File: src/rtl/bcd_scan_counter.sv
// Four-digit BCD up-counter with start/stop and clear, scanning one digit per SCAN_DIV
// cycles onto registered decoder outputs; optional leading-zero blanking.
module bcd_scan_counter #(
   parameter int TICK_DIV = 50_000_000,
   parameter int SCAN_DIV = 50_000,
   parameter int BLANK_LZ = 1
) (
   input  logic       clk,
   input  logic       n_rst,
   input  logic       start_stop,
   input  logic       clr,
   output logic [3:0] out_bcd,
   output logic       n_en,
   output logic [3:0] sel,
   output logic       carry
);
   localparam int PW = $clog2(TICK_DIV);
   localparam int SW = $clog2(SCAN_DIV);
   localparam logic [PW-1:0] P_LAST = PW'(TICK_DIV - 1);
   localparam logic [SW-1:0] S_LAST = SW'(SCAN_DIV - 1);

   logic            run;
   logic [PW-1:0]   p;
   logic [SW-1:0]   s;
   logic [1:0]      k;
   logic [3:0][3:0] dig;
   logic [3:0][3:0] dig_inc;
   logic            tick;
   logic            wrap;
   logic            z3, z2, z1;
   logic [3:0]      lz;
   logic            blank;

   assign tick = run && (p == P_LAST);

   // Ripple increment: the carry into each digit survives only while lower digits are 9.
   always_comb begin
      dig_inc = dig;
      wrap    = 1'b1;
      for (int i = 0; i < 4; i++) begin
         if (wrap) begin
            if (dig[i] == 4'd9) begin
               dig_inc[i] = 4'd0;
            end else begin
               dig_inc[i] = dig[i] + 4'd1;
               wrap       = 1'b0;
            end
         end
      end
   end

   // lz[i]: digit i and all higher digits are zero; digit 0 is never blanked.
   assign z3    = (dig[3] == 4'd0);
   assign z2    = z3 && (dig[2] == 4'd0);
   assign z1    = z2 && (dig[1] == 4'd0);
   assign lz    = {z3, z2, z1, 1'b0};
   assign blank = (BLANK_LZ != 0) && lz[k];

   always_ff @(posedge clk or negedge n_rst) begin
      if (!n_rst) begin
         run   <= 1'b0;
         p     <= '0;
         dig   <= '0;
         carry <= 1'b0;
      end else if (clr) begin
         run   <= 1'b0;
         p     <= '0;
         dig   <= '0;
         carry <= 1'b0;
      end else begin
         carry <= tick && wrap;
         if (tick) begin
            dig <= dig_inc;
         end
         if (run) begin
            p <= (p == P_LAST) ? '0 : p + PW'(1);
         end
         if (start_stop) begin
            run <= !run;
         end
      end
   end

   // Scanning is free-running and ignores run/clr.
   always_ff @(posedge clk or negedge n_rst) begin
      if (!n_rst) begin
         s <= '0;
         k <= 2'd0;
      end else if (s == S_LAST) begin
         s <= '0;
         k <= k + 2'd1;
      end else begin
         s <= s + SW'(1);
      end
   end

   always_ff @(posedge clk or negedge n_rst) begin
      if (!n_rst) begin
         out_bcd <= 4'd0;
         n_en    <= 1'b1;
         sel     <= 4'b1111;
      end else begin
         out_bcd <= dig[k];
         n_en    <= blank;
         sel     <= ~(4'b0001 << k);
      end
   end
endmodule

File: config.mk
export PLATFORM = sky130hd
export DESIGN_NAME = bcd_scan_counter
export DESIGN_NICKNAME = d
export VERILOG_FILES = /design/src/rtl/bcd_scan_counter.sv
export SDC_FILE = /design/constraint.sdc
export NUM_CORES = 1
export LEC_CHECK = 0
export CORE_ASPECT_RATIO = 1.75
export CORE_MARGIN = 2
export CORE_UTILIZATION = 56
export CTS_CLUSTER_DIAMETER = 120
export DETAILED_ROUTE_END_ITERATION = 8
export PLACE_DENSITY = 0.74
export SLEW_MARGIN = 20
export SYNTH_ARGS = -nofsm -noshare
export SYNTH_HDL_FRONTEND = slang
export SYNTH_SLANG_ARGS = --single-unit
File: constraint.sdc
create_clock -name clk -period 3.15 [get_ports clk]
set_clock_uncertainty 0.2 [all_clocks]
set_input_delay 0.63 -clock clk [delete_from_list [all_inputs] [get_ports clk]]
set_output_delay 0.63 -clock clk [all_outputs]
set_load 0.02 [all_outputs]
==> flow_summary.ini, run 1 <==
[finish]
fin_util_pct = 65.6
diodes = 0
final_net_count = 429
seqCellArea_um2 = 1780
drive_above_1_share_pct = 12.1
multi_input_area_um2 = 1920
syn_to_final_growth_pct = 14.8
fillers = 561

[worst_setup_path]
start_kind = register
path_delay_family = simple AND/OR/NAND/NOR gates
critPathCaptureType = register
criticalPathCategory = register to register
r2r_cells = 6
critPathMaxStageDelay_ps = 730
r2r-end = dig[10]
crit_chain = inv_1, ha_1, nand3b_1, or4_1, or4b_1, a21oi_1
crit_fanout = 8
crit_slowest_cell = or4_1
crit_arrival_ps = 2690
rrSetupSlack_ps = 510
r2r_start = dig[1]
crit_required_ps = 3200
crit_buf_inv = 1

[job]
maxCapViolations = 0

[routing]
met2_wirelength_um = 4840
top_layer_used = met4
met1_length_um = 3280
wl_per_cell_um = 17.3
drt_iter0_drc = 172
drc = 0
wirelength_um = 8610
dr.pass1.iters = 5
antenna_left = 0
vias = 3089
viasPerCell = 6.22
wl_met3_um = 256

[cts]
clk_pin_slew_ps = 60
htreeDepth = 3
ctsLongestPathBuffers = 2
cts_setup_buffers = 0
clock-sinks = 71
clkLatencyLatePin_ps = 330
cts_resized = 0
cts_root_buffer = clkbuf_16
cts_tree = built
numCtsBuffers = 9
hold_buffers = 0

[yosys]
synth_edf_count = 0
synth_area_per_cell_um2 = 9.95
synth_area_um2 = 3890
syn_nets = 412
synthArstFlopShare_pct = 100
synth-main-ff-cell = dfrtp_1
ys_ff_latch = 71
synth_most_common_cell = dfrtp_1
postSynthCellCount = 391
ys_seq_area_share_pct = 45.8
synth_common_cells = 66 x dfrtp_1, 35 x nor2_1, 27 x a21oi_1
synth_cell_types = 58
yosys_warnings = 0
synth_top_area_cell = dfrtp_1
synth.top_cell.area_share_pct = 42.5
synth_area_leaders = dfrtp_1 42%, ha_1 5.5%, xnor2_1 4.5%

[grt]
track_usage_pct = 25.0
grt_overflow = 0
grt_max_degree = 45
antenna_found_initial = 0
grt_pass1_wl_um = 14500
grt_pass1_vias = 3124

[timing]
holdWs_ps = 138
fin_ws_ps = 511
fin_setup_tns_ps = 0
slew_headroom_pct = 54.5
post-route-period-util_pct = 83.8
worst_slew_pin_slew_ps = 683
maxSlewViolCount = 0
grt_setup_unrepaired = no
fmax_mhz = 379
setup_viol = 0
hold_viol = 0
final.min_clock_period_ps = 2640

[power]
peakVddDrop_uv = 383
pwr_density_cell_nw_per_um2 = 457
power_mw = 2.04
power_leakage_nw = 1.80

[floorplan]
num_rows = 40
start_util_pct = 57.2
ioPinCount = 14
die_h_um = 114
die_x_um = 67
core_area_um2 = 6810
dieArea_um2 = 7660

[place]
port_buffers = 13
dpl_worst_slack_ps = 208
hpwlAfterDp_um = 6160
gp_congestion = 0.851

[min_path]
hold_path_class = input port to async pin

[run_status]
status = completed
metrics by stage:
stage / instances / instance area [µm²]
detailed placement: 481 / 4150
floorplan: 391 / 3890
global placement: 481 / 4150
CTS: 497 / 4460
finish: 497 / 4460
global route: 497 / 4460
sequential cells by signal (all words and copies together), names as in the netlist:
register / flops
n_en: 1
sel: 4
s: 16
out_bcd: 4
k: 2
run: 1
p: 26
dig: 16
carry: 1
cells by family after synthesis:
| family | Yosys count | share of synthesized area (%) |
|---|---|---|
| simple gates | 158 | 23.8 |
| flops | 71 | 45.8 |
| compound gates | 69 | 11.4 |
| buf+inv | 44 | 4.73 |
| xor+xnor | 26 | 5.85 |
| fa+ha+maj | 17 | 5.47 |
| mux | 6 | 2.86 |
how the worst max path moves through the flow:
stage          depth (start not counted)      end    from  slack (ps)
2_1_floorplan                          6    p[15]     clr         750
3_3_place_gp                           6    p[15]     clr         270
3_5_place_dp                           5    p[25]     clr         210
4_1_cts                                6  dig[10]  dig[1]         530
5_1_grt                                6  dig[10]  dig[1]         430
6_report                               6  dig[10]  dig[1]         510
cells in the final DEF, fill, tap and decap left out, types with 4 or more instances in the layout:
cell type and n:
dfrtp_1 66, nor2_1 35, a21oi_1 27, inv_1 24, nand4_1 20, xnor2_1 20, nand3_1 17, nand2_1 17
ha_1 17, o21ai_0 14, clkdlybuf4s50_1 12, o31ai_1 11, buf_4 11, clkbuf_16 9, nor4_1 8, or4_1 8
or3_1 8, nor3_1 7, xor2_1 6, dfstp_2 5, mux4_2 4, and4_1 4
power by group:
part           leakage, nW  switching, mW  internal [mW]
logic                0.699         0.0344         0.0175
clock network        0.142          0.372          0.693
registers            0.958        0.00797          0.917
worst reg2reg max path, stage by stage, from the launching register on:
cell and delay [ps]:
dfrtp_1 460, inv_1 90, ha_1 160, nand3b_1 210, or4_1 730, or4b_1 550, a21oi_1 160
layout make-up:
| class | count | share of cell area (%) |
|---|---|---|
| Clock buffer | 11 | 5.21 |
| Clock inverter | 5 | 1.85 |
| Inverter | 24 | 2.02 |
| Multi-Input combinational cell | 276 | 43.1 |
| Sequential cell | 71 | 39.9 |
| Tap cell | 84 | 2.35 |
| Timing Repair Buffer | 26 | 5.55 |
layer usage:
| metal | track usage (%) | vias up |
|---|---|---|
| met5 | 0 | - |
| met4 | 12.2 | 0 |
| met3 | 4.72 | 21 |
| met2 | 43.9 | 74 |
| met1 | 28.0 | 1530 |
| li1 | - | 1464 |
No activity file was read; power rests on OpenSTA's default activity.
==> run 2: changes to the inputs <==
Settings changed: CORE_UTILIZATION 56 to 55, PLACE_DENSITY 0.74 to 0.76.
Clock period 3.15 ns to 2.3 ns, I/O delays scaled along.
==> run 2 against run 1 <==
Effect of this change:
- fmax grew 19%
- first-iteration DRC count grew 9.3%
- die area grew 1.7%
- non-clock buffer count grew 33
- critical endpoint is now dig[11]
==> flow_summary.ini, run 2 (synthesis results as in run 1) <==
[routing]
wirelength_um = 9270
antenna_left = 0
drc = 0
dr.pass1.iters = 4
vias = 3239
viasPerCell = 6.11
wl_per_cell_um = 17.5
drt_iter0_drc = 188

[cts]
numCtsBuffers = 9
cts_root_buffer = clkbuf_16
clock-sinks = 71
clk_pin_slew_ps = 60
clkLatencyLatePin_ps = 330
htreeDepth = 3
ctsLongestPathBuffers = 2
cts_tree = built

[grt]
track_usage_pct = 27.2
grt_overflow = 0
antenna_found_initial = 0
grt_pass1_vias = 3375
grt_max_degree = 26
grt_pass1_wl_um = 15800

[place]
hpwlAfterDp_um = 6710
port_buffers = 13
gp_congestion = 0.960
placedCellCount = 511
place_area_um2 = 4370

[worst_setup_path]
path_delay_family = simple AND/OR/NAND/NOR gates
crit_chain = or4b_2, nor4_2, buf_4, a41oi_1, a311oi_1
crit_arrival_ps = 2250
start_kind = register
criticalPathCategory = register to register
crit_fanout = 11
crit_buf_inv = 1
critPathCaptureType = register
crit_slowest_cell = or4b_2
critPathMaxStageDelay_ps = 630
crit_required_ps = 2340

[power]
power_leakage_nw = 1.98
pwr_density_cell_nw_per_um2 = 620
peakVddDrop_uv = 490
clockPowerShare_pct = 54.1
p_comb_share_pct = 3.1
p_switching_mw = 0.598
swShare_pct = 20.3
p_int_mw = 2.35
seqPwrFrac_pct = 42.8
power_mw = 2.95

[finish]
layout.cells.non_filler = 530
syn_to_final_growth_pct = 22.3
largest_reg_flops = 26
final_area_um2 = 4760
reg.largest.list = p: 26 flops, dig: 16 flops, s: 16 flops
final_common_cell = dfrtp_1
largest-register = p
fin_util_pct = 69.4
drive_above_1_share_pct = 19.7
diodes = 0
final_cell_mix = 66 x dfrtp_1, 43 x buf_4, 35 x nor2_1, 27 x a21oi_1, 24 x inv_1
final_net_count = 462

[floorplan]
dieArea_um2 = 7790
core_area_um2 = 6860
start_util_pct = 56.7
die_h_um = 115
die_x_um = 67.6
num_rows = 40
ioPinCount = 14

[timing]
post-route-period-util_pct = 96.2
setup_viol = 0
grt_setup_unrepaired = no
fmax_mhz = 452
slew_headroom_pct = 58.7
hold_viol = 0
worst_slew_pin_slew_ps = 619
maxSlewViolCount = 0
holdWs_ps = 289
final.min_clock_period_ps = 2210

[job]
maxCapViolations = 0

[run_status]
status = completed

[min_path]
hold_path_class = register to register
==> run 2: cell count changes in the layout (fill, tap and decap cells not counted), moves of 2 or more <==
cell	before	now
or4_1	8	6
or4_4	1	3
buf_4	11	43
clkbuf_1	2	0
clkinvlp_4	3	1
==> run 2: power groups by stage <==
stage                     clock network (mW)  registers (mW)  logic [mW]
after floorplan                            0            1.28      0.0323
after global placement                     0            1.28      0.0879
after detailed placement                   0            1.28      0.0905
after CTS                               1.62            1.26      0.0920
after global routing                    1.70            1.26       0.105
final                                   1.60            1.26      0.0930
==> run 2: area by class of cell <==
type / count / area, µm²
tap: 84 / 105
fill: 529 / 2100
inverter: 24 / 90.1
clock inverter: 7 / 120
clock buffer: 9 / 225
timing repair buffer: 59 / 497
sequential: 71 / 1780
multi-input combinational: 276 / 1940
==> run 2: timing repair <==
action / 4_1_cts / 5_1_grt
setup buffers: 0 / 2
endpoints found under the setup margin: 11 / 8
endpoints found under the hold margin: 16 / 0
gates resized for setup: 2 / 3
hold buffers: 1 / 0
==> run 2: final timing paths <==
path | endpoint | startpoint | cells after the start | slack [ps]
worst max-delay path | dig[11] | p[6] | 5 | 90
worst min-delay path | s[11] | s[11] | 1 | 290
worst max register to register | dig[11] | p[6] | 5 | 90
worst min register to register | s[11] | s[11] | 1 | 290
max in group asynchronous | dig[12] | n_rst | 3 | 860
min in group asynchronous | out_bcd[0] | n_rst | 2 | 470
==> run 2: stage by stage <==
step | worst slack, ps | TNS, ps
after detailed placement | -382 | -4670
after global routing | 6.55 | 0
after CTS | 77.7 | 0
after global placement | -339 | -4170
final | 87.8 | 0
after floorplan | 39.4 | 0
==> run 2: per-layer routing <==
layer  wire length (µm)  global-route usage (%)  vias up
met5                  0                       0        -
li1                   -                       -     1531
met1               3420                    29.1     1606
met2               5190                    47.5       77
met4                381                    15.4        0
met3                271                    6.26       25
